## src/rtl/pipe_pkg.sv

```systemverilog
// pipe_pkg: shared widths, execute-control bit positions and the hard-wired zero register index
package pipe_pkg;
    localparam int DATA_W = 32;
    localparam int ADDR_W = 5;
    localparam int CTRL_W = 12;
    localparam int CNT_W  = 16;
    localparam logic [ADDR_W-1:0] REG_ZERO = '0;
    localparam int CTRL_ALU_OP_LSB   = 0;
    localparam int CTRL_ALU_OP_MSB   = 3;
    localparam int CTRL_ALU_SRC      = 4;
    localparam int CTRL_MEM_WRITE    = 5;
    localparam int CTRL_BRANCH       = 6;
    localparam int CTRL_JUMP         = 7;
    localparam int CTRL_MEM_SIZE_LSB = 8;
    localparam int CTRL_MEM_SIZE_MSB = 9;
    localparam int CTRL_MEM_UNSIGNED = 10;
    localparam int CTRL_LINK         = 11;
endpackage

```

## src/rtl/hazard_detect.sv

```systemverilog
// hazard_detect: load-use detection between the load in EX and the instruction in ID, plus the decode stall
import pipe_pkg::*;

module hazard_detect (
    input  logic              ex_valid,
    input  logic              ex_mem_read,
    input  logic [ADDR_W-1:0] ex_rd,
    input  logic              id_valid,
    input  logic [ADDR_W-1:0] id_rs,
    input  logic [ADDR_W-1:0] id_rt,
    input  logic              id_uses_rt,
    input  logic              ex_hold,
    input  logic              flush,
    output logic              lu,
    output logic              id_stall
);
    always_comb begin
        lu = ex_valid && ex_mem_read && ex_rd != REG_ZERO && id_valid &&
             (ex_rd == id_rs || (id_uses_rt && ex_rd == id_rt));
        id_stall = ex_hold || (lu && !flush);
    end
endmodule

```

## src/rtl/id_ex_stage.sv

```systemverilog
// id_ex_stage: ID/EX pipeline register with write-back bypass, load-use bubble, hold/flush and stall counter
import pipe_pkg::*;

module id_ex_stage (
    input  logic              clk,
    input  logic              rst_n,
    input  logic              id_valid,
    input  logic [ADDR_W-1:0] id_rs,
    input  logic [ADDR_W-1:0] id_rt,
    input  logic [ADDR_W-1:0] id_rd,
    input  logic              id_uses_rt,
    input  logic [DATA_W-1:0] id_imm,
    input  logic [CTRL_W-1:0] id_ctrl,
    input  logic              id_mem_read,
    input  logic              id_reg_write,
    input  logic [DATA_W-1:0] rf_rd1,
    input  logic [DATA_W-1:0] rf_rd2,
    input  logic              wb_write,
    input  logic [ADDR_W-1:0] wb_wr,
    input  logic [DATA_W-1:0] wb_wd,
    input  logic              ex_hold,
    input  logic              flush,
    output logic              id_stall,
    output logic              ex_valid,
    output logic              ex_mem_read,
    output logic              ex_reg_write,
    output logic [ADDR_W-1:0] ex_rs,
    output logic [ADDR_W-1:0] ex_rt,
    output logic [ADDR_W-1:0] ex_rd,
    output logic [DATA_W-1:0] ex_op_a,
    output logic [DATA_W-1:0] ex_op_b,
    output logic [DATA_W-1:0] ex_imm,
    output logic [CTRL_W-1:0] ex_ctrl,
    output logic [CNT_W-1:0]  stall_cnt
);
    logic              valid_q, valid_d, mem_read_q, mem_read_d, reg_write_q, reg_write_d;
    logic [ADDR_W-1:0] rs_q, rs_d, rt_q, rt_d, rd_q, rd_d;
    logic [DATA_W-1:0] op_a_q, op_a_d, op_b_q, op_b_d, imm_q, imm_d;
    logic [CTRL_W-1:0] ctrl_q, ctrl_d;
    logic [CNT_W-1:0]  cnt_q, cnt_d;
    logic [DATA_W-1:0] op_a, op_b;
    logic              lu;

    hazard_detect u_hazard (
        .ex_valid   (valid_q),
        .ex_mem_read(mem_read_q),
        .ex_rd      (rd_q),
        .id_valid   (id_valid),
        .id_rs      (id_rs),
        .id_rt      (id_rt),
        .id_uses_rt (id_uses_rt),
        .ex_hold    (ex_hold),
        .flush      (flush),
        .lu         (lu),
        .id_stall   (id_stall)
    );

    // bypass makes a same-edge write-back visible regardless of reg_file read/write ordering
    always_comb begin
        op_a = id_rs == REG_ZERO ? '0 : (wb_write && wb_wr == id_rs) ? wb_wd : rf_rd1;
        op_b = id_rt == REG_ZERO ? '0 : (wb_write && wb_wr == id_rt) ? wb_wd : rf_rd2;
    end

    always_comb begin
        valid_d     = valid_q;
        mem_read_d  = mem_read_q;
        reg_write_d = reg_write_q;
        rs_d        = rs_q;
        rt_d        = rt_q;
        rd_d        = rd_q;
        op_a_d      = op_a_q;
        op_b_d      = op_b_q;
        imm_d       = imm_q;
        ctrl_d      = ctrl_q;
        if (flush) begin
            valid_d     = 1'b0;
            mem_read_d  = 1'b0;
            reg_write_d = 1'b0;
            rs_d        = '0;
            rt_d        = '0;
            rd_d        = '0;
            op_a_d      = '0;
            op_b_d      = '0;
            imm_d       = '0;
            ctrl_d      = '0;
        end else if (!ex_hold && lu) begin
            valid_d     = 1'b0;
            mem_read_d  = 1'b0;
            reg_write_d = 1'b0;
            rd_d        = '0;
            ctrl_d      = '0;
        end else if (!ex_hold) begin
            valid_d     = id_valid;
            mem_read_d  = id_valid && id_mem_read;
            reg_write_d = id_valid && id_reg_write;
            rs_d        = id_rs;
            rt_d        = id_rt;
            rd_d        = id_rd;
            op_a_d      = op_a;
            op_b_d      = op_b;
            imm_d       = id_imm;
            ctrl_d      = id_valid ? id_ctrl : '0;
        end
        cnt_d = (id_stall && !(&cnt_q)) ? cnt_q + 1'b1 : cnt_q;
    end

    always_ff @(posedge clk or negedge rst_n) begin
        if (!rst_n) begin
            valid_q     <= 1'b0;
            mem_read_q  <= 1'b0;
            reg_write_q <= 1'b0;
            rs_q        <= '0;
            rt_q        <= '0;
            rd_q        <= '0;
            op_a_q      <= '0;
            op_b_q      <= '0;
            imm_q       <= '0;
            ctrl_q      <= '0;
            cnt_q       <= '0;
        end else begin
            valid_q     <= valid_d;
            mem_read_q  <= mem_read_d;
            reg_write_q <= reg_write_d;
            rs_q        <= rs_d;
            rt_q        <= rt_d;
            rd_q        <= rd_d;
            op_a_q      <= op_a_d;
            op_b_q      <= op_b_d;
            imm_q       <= imm_d;
            ctrl_q      <= ctrl_d;
            cnt_q       <= cnt_d;
        end
    end

    assign ex_valid     = valid_q;
    assign ex_mem_read  = mem_read_q;
    assign ex_reg_write = reg_write_q;
    assign ex_rs        = rs_q;
    assign ex_rt        = rt_q;
    assign ex_rd        = rd_q;
    assign ex_op_a      = op_a_q;
    assign ex_op_b      = op_b_q;
    assign ex_imm       = imm_q;
    assign ex_ctrl      = ctrl_q;
    assign stall_cnt    = cnt_q;
endmodule
```

## config.mk

```make
export PLATFORM = sky130hd
export DESIGN_NAME = id_ex_stage
export DESIGN_NICKNAME = d
export VERILOG_FILES = /design/src/rtl/pipe_pkg.sv /design/src/rtl/hazard_detect.sv /design/src/rtl/id_ex_stage.sv
export SDC_FILE = /design/constraint.sdc
export NUM_CORES = 1
export LEC_CHECK = 0
export CAP_MARGIN = 30
export CORE_MARGIN = 1.5
export CORE_UTILIZATION = 41
export CTS_CLUSTER_DIAMETER = 60
export DETAILED_ROUTE_END_ITERATION = 12
export PLACE_DENSITY = 0.92
export SLEW_MARGIN = 20
export SYNTH_ARGS = -nofsm -noshare
export SYNTH_HDL_FRONTEND = slang
export SYNTH_SLANG_ARGS = --single-unit
```

## constraint.sdc

```tcl
create_clock -name clk -period 2.72 [get_ports clk]
set_input_delay 0.544 -clock clk [delete_from_list [all_inputs] [get_ports clk]]
set_output_delay 0.544 -clock clk [all_outputs]
set_load 0.1 [all_outputs]
```

==> flow_summary.ini <==
[sta]
hold_viol = 0
maxSlewViolCount = 0
fin_crit_sh_pct = 98.8
setup_viol = 0
period_needed_ns = 2.69
slew-limit-headroom_pct = 59.1
rsz0062_at_grt = yes
worst_slew_pin_slew_ns = 0.608
finalClockSkew_ns = 0.0160
fmax_mhz = 372
whs_ns = 0.0764

[clock_network]
root_buffer = clkbuf_16
cts_made_buffers = 17
cts_sinks = 142
clock_latency_ns = 0.42
clk_path_buf_depth = 2
cts_tree = yes
path_clk_slew_ns = 0.06
htree_levels = 4
cts_hold_buffers = 0

[final_layout]
fin_util_pct = 65.9
num_antenna_cells = 0
layout-drive-gt1-share_pct = 31.9
multiInputGateArea_sq_mm = 0.00289
area_delta_synth_final_pct = 58.0
layout.nets = 1028
register_area_sq_mm = 0.00357
filler_cell_count = 1181

[pwr]
pwr-share-clk_pct = 31.7
p_sw_w = 0.00289
p_int_w = 0.00438
seq_power_share_pct = 33.8
p_sw_share_pct = 39.8
max-vdd-ir-drop_v = 0.000819
combPwrFrac_pct = 34.5
p_leak_nw = 4.75
powerDensity_mw_per_mm2 = 697

[placed_design]
port_buffers = 311
hpwl_mm = 14.9
gp_congestion = 0.806

[synthesis]
synth_most_common_cell = dfrtp_1
synth_top_area_share_pct = 53.9
synthCells = 532
synthFlopType = dfrtp_1
yosys_warnings = 0
synth_edf_count = 0
synth_cell_type_count = 38
synth_top_cell_by_area = dfrtp_1
async_reset_ff_share_pct = 100
synth_area_sq_mm = 0.00660
synth.avg_cell_area_sq_um = 12.4
yosys-top-cells-area = dfrtp_1, mux2i_1, mux2_2
ys_ff_latch = 142
synthTopCellsByCount = dfrtp_1, nor2_1, mux2i_1
ys_seq_area_share_pct = 53.9
synth_fp_nets = 702

[floorplan]
die_x_um = 130
fp.dieH_um = 130
rows = 46
core_area_sq_mm = 0.0158
start_util_pct = 41.7
num_io_pins = 312
dieArea_sq_mm = 0.0169

[route]
drc = 0
antenna_left = 0
drtIter0Drc = 265
wl_mm = 20.4
vias = 5570
wl_per_cell_um = 18.8
drtPass1Iterations = 5
vias_per_cell = 5.12

[outcome]
status = completed

[global_routing]
grt_max_degree = 55
grt_overflow = 0
antenna_found_initial = 0
grt_first_pass_wirelength_mm = 30.1
grt_use_total_pct = 23.6
grt_pass1_vias = 5665

[setup_path]
ff2ff_path_depth = 9
critPathRequiredTime_ns = 2.18
critPathArrivalTime_ns = 2.14
slowest_stage = or4_4
path_cells = or4_4 -> o21ai_4 -> nor2_2 -> a21oi_4 -> clkinvlp_4 -> buf_12
slowest_delay_ns = 0.55
r2r_end = ex_rt[1]$_DFFE_PN0P_
crit_type = flop to primary output
crit_path_end_kind = primary output
startpoint_type = flop
cp_max_fo = 2
timing.reg2reg.setup_slack_ns = 0.27
r2r-start = ex_rd[3]$_DFFE_PN0P_

[hold_path]
hold_class = input port to asynchronous set/reset pin

[run]
drv_cap = 0
-- state kept, by name (all words and copies together), names as in the netlist --
register,count
ex_ctrl,12
ex_imm,32
ex_mem_read,1
ex_op_a,32
ex_op_b,32
ex_rd,5
ex_reg_write,1
ex_rs,5
ex_rt,5
ex_valid,1
stall_cnt,16
-- logic make-up (layout without fill, tap and decap cells) --
| family | after synthesis | in the layout | share of synthesized area (%) |
|---|---|---|---|
| fa+ha+maj | 1 | 1 | 0.190 |
| mux | 129 | 129 | 20.8 |
| buf+inv | 37 | 376 | 3.19 |
| compound gates | 73 | 73 | 9.48 |
| flops | 142 | 142 | 53.9 |
| xor+xnor | 34 | 34 | 4.51 |
| simple gates | 116 | 116 | 7.95 |
-- repair_timing --
item,CTS,global route
setup endpoints to repair,1,1
hold endpoints to repair,0,0
buffers inserted,4,0
gates resized for setup,2,0
pin swaps,2,1
-- worst max-delay path by stage --
stage                               startpoint                       end  slack [ns]  cells after the start
after CTS                 ex_rd[3]$_DFFE_PN0P_                  id_stall        0.01                      6
after detailed placement              id_rt[4]  stall_cnt[1]$_DFFE_PN0P_       -0.07                      9
after global routing      ex_rd[3]$_DFFE_PN0P_                  id_stall       -0.05                      6
after global placement                id_rt[4]   ex_op_b[12]$_DFFE_PN0P_      -0.008                      8
final                     ex_rd[3]$_DFFE_PN0P_                  id_stall        0.03                      6
after floorplan           ex_rd[3]$_DFFE_PN0P_                  id_stall       -0.03                      6
-- placed cells by master, fill, tap and decap left out, drive strengths merged, types with 2 or more instances in the layout --
cell,instances
o21ai,2
xnor2,12
nand3,6
a21oi,3
xor2,22
nor4,4
dfrtp,142
bufinv,2
nor2b,2
clkinv,5
nor4b,2
o21bai,2
inv,4
mux2i,64
clkinvlp,4
nor3b,3
and3,3
buf,175
mux2,65
or4,4
clkbuf,19
clkdlybuf4s50,167
nand2,12
nor3,4
nand4,3
a22o,61
nor2,70
-- power by group through the flow --
stage,clock [W],sequential [W],combinational (W)
after floorplan,0,0.00382,0.000385
after global placement,0,0.00248,0.00248
after detailed placement,0,0.00249,0.00250
after CTS,0.00235,0.00245,0.00252
after global routing,0.00242,0.00248,0.00260
final,0.00230,0.00245,0.00251
-- worst max-delay path: cells and delay by family (launching register included) --
family	cells	cell delay [ns]
and+or+nand+nor	2	0.63
DFF	1	0.48
AOI/OAI and AO/OA	2	0.31
buffers and inverters	2	0.29
-- area by class of cell --
cell class	count	area share, %
Clock buffer	19	4.25
Timing Repair Buffer	342	29.8
Clock inverter	13	1.32
Multi-Input combinational cell	353	27.8
Sequential cell	142	34.2
Inverter	2	0.108
Tap cell	216	2.59
-- through the flow --
step / TNS, ns / area (sq um) / power (W) / std cells / setup WS, ns
floorplan: -0.0305 / 6630 / 0.00420 / 532 / -0.0305
global placement: -0.0968 / 9800 / 0.00496 / 1051 / -0.00838
detailed placement: -2.82 / 9800 / 0.00499 / 1051 / -0.0656
CTS: 0 / 10400 / 0.00732 / 1087 / 0.0105
global route: -0.0462 / 10400 / 0.00750 / 1087 / -0.0462
finish: 0 / 10400 / 0.00727 / 1087 / 0.0326
-- per-layer routing --
layer	GRT usage, %	share of wire (%)	vias to the layer above
li1	-	-	2564
met1	27.2	40	2757
met2	40.8	51	208
met3	6.81	6.8	41
met4	10.1	2.7	0
met5	0	0	-
No activity file was read; power rests on OpenSTA's default activity.
